File: config.mk
export PLATFORM = sky130hd
export DESIGN_NAME = register_file_flat
export DESIGN_NICKNAME = d
export VERILOG_FILES = /design/src/rtl/register_file_pkg.sv /design/src/rtl/register_file_if.sv /design/src/rtl/register_file_en_reg.sv /design/src/rtl/register_file.sv /design/src/flat_wrapper.sv
export SDC_FILE = /design/constraint.sdc
export NUM_CORES = 1
export LEC_CHECK = 0
export ABC_AREA = 0
export BUFFER_PORTS_ARGS = -buffer_cell sky130_fd_sc_hd__clkbuf_2
export CAP_MARGIN = 40
export CORE_MARGIN = 1.5
export CORE_UTILIZATION = 49
export CTS_BUF_LIST = sky130_fd_sc_hd__clkbuf_2 sky130_fd_sc_hd__clkbuf_4 sky130_fd_sc_hd__clkbuf_8
export DETAILED_ROUTE_END_ITERATION = 12
export PLACE_DENSITY = 0.9
export SLEW_MARGIN = 25
export SYNTH_ARGS = -nofsm -noshare
export SYNTH_HDL_FRONTEND = slang
export SYNTH_HIERARCHICAL = 1
export SYNTH_SLANG_ARGS = --single-unit
File: constraint.sdc
create_clock -name clk -period 1.3 [get_ports clk]
set_input_delay 0.13 -clock clk [delete_from_list [all_inputs] [get_ports clk]]
set_output_delay 0.13 -clock clk [all_outputs]
set_load 0.1 [all_outputs]
File: src/rtl/register_file_pkg.sv
// register_file_pkg: ISA-fixed widths and flag-word bit positions for the
// architectural register file, plus the flag packing helper.
// Revision: 1.0
`default_nettype none

package register_file_pkg;

    localparam int DATA_W   = 16;
    localparam int PAGE_W   = 4;
    localparam int INT_W    = 9;
    localparam int CMP_W    = 3;

    localparam int PAGE_MSB = 15;
    localparam int PAGE_LSB = 12;
    localparam int INT_MSB  = 11;
    localparam int INT_LSB  = 3;
    localparam int CMP_MSB  = 2;
    localparam int CMP_LSB  = 0;

    function automatic logic [DATA_W-1:0] pack_flags(
        input logic [PAGE_W-1:0] page,
        input logic [INT_W-1:0]  intr,
        input logic [CMP_W-1:0]  cmp
    );
        logic [DATA_W-1:0] f;
        f                   = '0;
        f[PAGE_MSB:PAGE_LSB] = page;
        f[INT_MSB:INT_LSB]   = intr;
        f[CMP_MSB:CMP_LSB]   = cmp;
        return f;
    endfunction

endpackage

`default_nettype wire

File: src/rtl/register_file_if.sv
// register_file_if: control-unit write port and register readout bundle.
// Revision: 1.0
`default_nettype none

interface register_file_if;
    import register_file_pkg::*;

    logic [DATA_W-1:0] r_input;
    logic              r_write;
    logic              r_backup;
    logic              r_restore;
    logic [PAGE_W-1:0] page_input;
    logic              page_write;
    logic [CMP_W-1:0]  compare_input;
    logic              compare_write;
    logic [DATA_W-1:0] stack_pointer_input;
    logic              stack_pointer_write;
    logic [DATA_W-1:0] return_address_input;
    logic              return_address_write;
    logic [INT_W-1:0]  interrupt_input;
    logic              interrupt_write;

    logic [DATA_W-1:0] r_output;
    logic [DATA_W-1:0] flag_output;
    logic [DATA_W-1:0] stack_pointer_output;
    logic [DATA_W-1:0] return_address_output;

    modport master (
        output r_input, r_write, r_backup, r_restore,
        output page_input, page_write, compare_input, compare_write,
        output stack_pointer_input, stack_pointer_write,
        output return_address_input, return_address_write,
        output interrupt_input, interrupt_write,
        input  r_output, flag_output, stack_pointer_output, return_address_output
    );

    modport slave (
        input  r_input, r_write, r_backup, r_restore,
        input  page_input, page_write, compare_input, compare_write,
        input  stack_pointer_input, stack_pointer_write,
        input  return_address_input, return_address_write,
        input  interrupt_input, interrupt_write,
        output r_output, flag_output, stack_pointer_output, return_address_output
    );

endinterface

`default_nettype wire

File: src/rtl/register_file_en_reg.sv
// en_reg: WIDTH-bit register with load enable and synchronous active-low clear.
// Revision: 1.0
`default_nettype none

module en_reg #(
    parameter int WIDTH = 16
) (
    input  wire logic             clk,
    input  wire logic             rst_n,
    input  wire logic             en,
    input  wire logic [WIDTH-1:0] d,
    output logic      [WIDTH-1:0] q
);

    logic [WIDTH-1:0] q_d;
    logic [WIDTH-1:0] q_q;

    always_comb begin
        q_d = q_q;
        if (en) begin
            q_d = d;
        end
    end

    always_ff @(posedge clk) begin
        if (!rst_n) begin
            q_q <= '0;
        end else begin
            q_q <= q_d;
        end
    end

    assign q = q_q;

endmodule

`default_nettype wire

File: src/rtl/register_file.sv
// register_file: accumulator with backup/restore shadow, packed flags word,
// stack pointer and return address; every output is a flop.
// Revision: 1.0
`default_nettype none

module register_file
    import register_file_pkg::*;
(
    input  wire logic         clk,
    input  wire logic         rst_n,
    register_file_if.slave    bus
);

    logic [DATA_W-1:0] acc_d;
    logic [DATA_W-1:0] acc_q;
    logic              acc_en;
    logic [DATA_W-1:0] backup_q;
    logic [PAGE_W-1:0] page_q;
    logic [INT_W-1:0]  intr_q;
    logic [CMP_W-1:0]  cmp_q;
    logic [DATA_W-1:0] sp_q;
    logic [DATA_W-1:0] ra_q;

    // Write wins over restore; restore takes the backup as it was before this edge.
    always_comb begin
        acc_en = bus.r_write | bus.r_restore;
        acc_d  = backup_q;
        if (bus.r_write) begin
            acc_d = bus.r_input;
        end
    end

    en_reg #(.WIDTH(DATA_W)) u_acc (
        .clk(clk), .rst_n(rst_n), .en(acc_en), .d(acc_d), .q(acc_q)
    );

    en_reg #(.WIDTH(DATA_W)) u_backup (
        .clk(clk), .rst_n(rst_n), .en(bus.r_backup), .d(bus.r_input), .q(backup_q)
    );

    en_reg #(.WIDTH(PAGE_W)) u_page (
        .clk(clk), .rst_n(rst_n), .en(bus.page_write), .d(bus.page_input), .q(page_q)
    );

    en_reg #(.WIDTH(INT_W)) u_intr (
        .clk(clk), .rst_n(rst_n), .en(bus.interrupt_write), .d(bus.interrupt_input), .q(intr_q)
    );

    en_reg #(.WIDTH(CMP_W)) u_cmp (
        .clk(clk), .rst_n(rst_n), .en(bus.compare_write), .d(bus.compare_input), .q(cmp_q)
    );

    en_reg #(.WIDTH(DATA_W)) u_sp (
        .clk(clk), .rst_n(rst_n), .en(bus.stack_pointer_write),
        .d(bus.stack_pointer_input), .q(sp_q)
    );

    en_reg #(.WIDTH(DATA_W)) u_ra (
        .clk(clk), .rst_n(rst_n), .en(bus.return_address_write),
        .d(bus.return_address_input), .q(ra_q)
    );

    assign bus.r_output              = acc_q;
    assign bus.flag_output           = pack_flags(page_q, intr_q, cmp_q);
    assign bus.stack_pointer_output  = sp_q;
    assign bus.return_address_output = ra_q;

endmodule

`default_nettype wire

File: src/flat_wrapper.sv
// flat-port wrapper written by rule: the top's interface ports become plain ports
module register_file_flat import register_file_pkg::*;
  (clk, rst_n, bus_r_input, bus_r_write, bus_r_backup, bus_r_restore, bus_page_input, bus_page_write, bus_compare_input, bus_compare_write, bus_stack_pointer_input, bus_stack_pointer_write, bus_return_address_input, bus_return_address_write, bus_interrupt_input, bus_interrupt_write, bus_r_output, bus_flag_output, bus_stack_pointer_output, bus_return_address_output);
  register_file_if bus_i ();
  input  wire logic clk;
  input  wire logic rst_n;
  input wire logic [$bits(bus_i.r_input)-1:0] bus_r_input;
  input wire logic [$bits(bus_i.r_write)-1:0] bus_r_write;
  input wire logic [$bits(bus_i.r_backup)-1:0] bus_r_backup;
  input wire logic [$bits(bus_i.r_restore)-1:0] bus_r_restore;
  input wire logic [$bits(bus_i.page_input)-1:0] bus_page_input;
  input wire logic [$bits(bus_i.page_write)-1:0] bus_page_write;
  input wire logic [$bits(bus_i.compare_input)-1:0] bus_compare_input;
  input wire logic [$bits(bus_i.compare_write)-1:0] bus_compare_write;
  input wire logic [$bits(bus_i.stack_pointer_input)-1:0] bus_stack_pointer_input;
  input wire logic [$bits(bus_i.stack_pointer_write)-1:0] bus_stack_pointer_write;
  input wire logic [$bits(bus_i.return_address_input)-1:0] bus_return_address_input;
  input wire logic [$bits(bus_i.return_address_write)-1:0] bus_return_address_write;
  input wire logic [$bits(bus_i.interrupt_input)-1:0] bus_interrupt_input;
  input wire logic [$bits(bus_i.interrupt_write)-1:0] bus_interrupt_write;
  output wire logic [$bits(bus_i.r_output)-1:0] bus_r_output;
  output wire logic [$bits(bus_i.flag_output)-1:0] bus_flag_output;
  output wire logic [$bits(bus_i.stack_pointer_output)-1:0] bus_stack_pointer_output;
  output wire logic [$bits(bus_i.return_address_output)-1:0] bus_return_address_output;
  assign bus_i.r_input = bus_r_input;
  assign bus_i.r_write = bus_r_write;
  assign bus_i.r_backup = bus_r_backup;
  assign bus_i.r_restore = bus_r_restore;
  assign bus_i.page_input = bus_page_input;
  assign bus_i.page_write = bus_page_write;
  assign bus_i.compare_input = bus_compare_input;
  assign bus_i.compare_write = bus_compare_write;
  assign bus_i.stack_pointer_input = bus_stack_pointer_input;
  assign bus_i.stack_pointer_write = bus_stack_pointer_write;
  assign bus_i.return_address_input = bus_return_address_input;
  assign bus_i.return_address_write = bus_return_address_write;
  assign bus_i.interrupt_input = bus_interrupt_input;
  assign bus_i.interrupt_write = bus_interrupt_write;
  assign bus_r_output = bus_i.r_output;
  assign bus_flag_output = bus_i.flag_output;
  assign bus_stack_pointer_output = bus_i.stack_pointer_output;
  assign bus_return_address_output = bus_i.return_address_output;
  register_file u_core (.clk(clk), .rst_n(rst_n), .bus(bus_i));
endmodule
==> metrics.md <==
| Metric | Value |
|---|---|
| Worst Hold Launch | bus_interrupt_input[2] |
| Area grow syn2layout | 30.03% |
| Clock skew | 0.003891 ns |
| Most frequent cells in the layout | clkbuf_2, mux2i_1, nor2b_1, dfxtp_1, buf_4 |
| Core Box Area | 6459 µm² |
| RSZ-0062 raised after global routing | no |
| Initial antenna violation count | 0 |
| Endpoints failing hold | 0 |
| Pins Over Slew Limit | 0 |
| CTS max path bufs | 2 |
| Setup-failing EPs final | 0 |
| Skew-Pair Late Insertion Delay | 0.33 ns |
| CTS Sinks | 80 |
| Reg-to-Reg Start | u_core/u_backup/q[3]$_SDFFE_PN0P_ |
| Sw Ratio | 33.13% |
| WP buf/inv | 1 |
| Initial drt markers | 48 |
| Warnings, synthesis | 6 |
| Row cnt | 29 |
| Sequential share of power | 42.9% |
| Critical path launch point | u_core/u_sp/q[11]$_SDFFE_PN0P_ |
| Status | finished, violations left |
| Drc violations | 7 |
| Crit. End Element | primary output |
| Final Non-Filler Cells | 490 |
| Total track usage | 18.32% |
| Post-Place Cells | 476 |
| Final WL | 6555 µm |
| CTS Root Cell | clkbuf_8 |
| HPWL after DPL | 4807 µm |
| RR Endpoint | u_core/u_acc/q[3]$_SDFFE_PN0P_ |
| Cells after Synth | 273 |
| Post-synth net total | 347 |
| LEAKAGE | 2.185 nW |
| Total chip power | 6.237 mW |
| Hold Path End | u_core/u_intr/q[2]$_SDFFE_PN0P_ |
| Pwr per Cell Area | 1446 nW/µm² |
| Failing checks | DRC |
| Vias/cell | 4.794 |
| Worst hold slack | 0.05076 ns |
| Hold Crit Class | in2reg |
| CTS resizes | 0 |
| CP Max Fanout | 2 |
| Placed cell areas | 4105 µm² |
| Pin count of the biggest net entering global routing | 44 |
| Die Footprint | 7272 µm² |
| Slew of the pin with the lowest slew margin | 0.5365 ns |
| Hold Crit Depth | 3 |
| CP required | 1.17 ns |
| Finished Cell Area | 4313 µm² |
| Slowest cell delay on critical path | 0.45 ns |
| Share of cells above drive strength 1 | 41.65% |
| Count of cell types in the netlist | 9 |
| Mean Syn Cell Area | 12.15 µm² |
| Wire per inst | 13.38 µm |
| Peak supply drop | 0.8300 mV |
| Comb pwr share | 25.8% |
| Placer Congestion | 0.7562 |
| Worst R2R Setup Slack | 0.35 ns |
| Vias in the first global route | 2,342 |
| Critical path class | reg2out |
| # diodes | 0 |
| Setup TNS Final | 0 ns |
| Final Net Count | 484 |
| Port Buffers | 137 |
| F_max | 796.2 MHz |
| TritonCTS clock tree | done |
| Slowest-stage cell, CP | clkbuf_2 |
| Antenna Violating Nets Remaining | 0 |
| Internal | 4.171 mW |
| Net load switching power | 2.066 mW |
| Sequential area share after synthesis | 48.28% |
| First-pass GRT wire length | 10,560 µm |
| I/O Pins | 138 |
| Reg2reg path depth | 3 |
| Cell area after synthesis | 3317 µm² |
| H-Tree Depth | 3 |
| Grt ovf | 0 |
| Max cap viols | 0 |
| Clock share of power | 31.3% |
| Starting Density | 51.36% |
| Setup Buffers After CTS | 0 |
| CP Cell Sequence | clkbuf_2 |
| Worst path top cell family by delay | buffers and inverters |
| Drt pass-1 iters | 8 |
| Rel. slew slack | 64.24% |
| Die Y | 85.28 µm |
| Startpoint Class | flip-flop |
| CTS Buf Count | 9 |
| Cts hold-fix bufs | 0 |
| Clock-pin transition on the worst setup and hold timing paths | 0.08 ns |
| Die width | 85.28 µm |
| Worst Path Arrival | 1.13 ns |
| Final period util | 96.62% |
| #FFs+latches synth | 80 |
| Fin crit period | 1.256 ns |
| Detailed-route via count | 2,349 |
routing by layer:
| metal | vias to the layer above | global-route usage (%) | routed length [µm] |
|---|---|---|---|
| li1 | 1184 | - | - |
| met1 | 1067 | 22.01 | 2897 |
| met2 | 87 | 30.59 | 3098 |
| met3 | 11 | 5.058 | 460 |
| met4 | 0 | 8.358 | 99 |
| met5 | - | 0 | 0 |
logic make-up (layout without fill, tap and decap cells):
logic type / Yosys count / after routing / share of synthesized area, %
and+or+nand+nor: 81 / 81 / 15.28
muxes: 96 / 96 / 30.59
buffers and inverters: 16 / 156 / 5.847
DFF: 80 / 80 / 48.28
how the worst max path moves through the flow:
stage,end,cells after the start
3_5_place_dp,u_core/u_acc/q[15]$_SDFFE_PN0P_,5
2_1_floorplan,u_core/u_acc/q[0]$_SDFFE_PN0P_,2
3_3_place_gp,u_core/u_acc/q[4]$_SDFFE_PN0P_,5
6_report,bus_stack_pointer_output[11],1
4_1_cts,bus_r_output[11],1
5_1_grt,bus_stack_pointer_output[9],1
power groups by stage:
stage	clock network [mW]	logic (mW)	registers [mW]
2_1_floorplan	0	0.426	3.58
3_3_place_gp	0	1.59	2.73
3_5_place_dp	0	1.62	2.73
4_1_cts	2.00	1.62	2.68
5_1_grt	2.09	1.68	2.69
6_report	1.95	1.61	2.68
synthesized netlist by cell type:
library cell  count  area [µm²]
buf_12            5       100.1
buf_6             7       78.83
clkbuf_1          4       15.01
dfxtp_1          80        1602
mux2_2            7       78.83
mux2_4            9       135.1
mux2i_1          80       800.8
nor2b_1          80       500.5
or2_1             1       6.260
registers in the layout, indices dropped and copies added (netlist names):
signal / cells
u_core/u_cmp/q: 3
u_core/u_intr/q: 9
u_core/u_page/q: 4
u_core/u_sp/q: 16
u_core/u_ra/q: 16
u_core/u_acc/q: 16
u_core/u_backup/q: 16
per-stage QoR:
stage	setup slack (ns)	util (%)
floorplan	0.03929	-
global placement	0.1883	63.56
detailed placement	0.1117	63.56
CTS	0.01189	66.78
global route	0.006356	66.78
finish	0.04397	66.78
cell type report:
class                   instances  area, µm²
clock buffers                  10      137.6
multi-input cells             177       1521
flip-flops and latches         80       1602
well taps                      77      96.34
repair buffers                142      885.9
fillers                       518       2146
clock inverters                 4      70.07
tightest hold or removal path: stages:
cell      delay, ns
clkbuf_2       0.07
mux2i_1        0.05
nor2b_1        0.09
(Power assumes the default switching activity.)
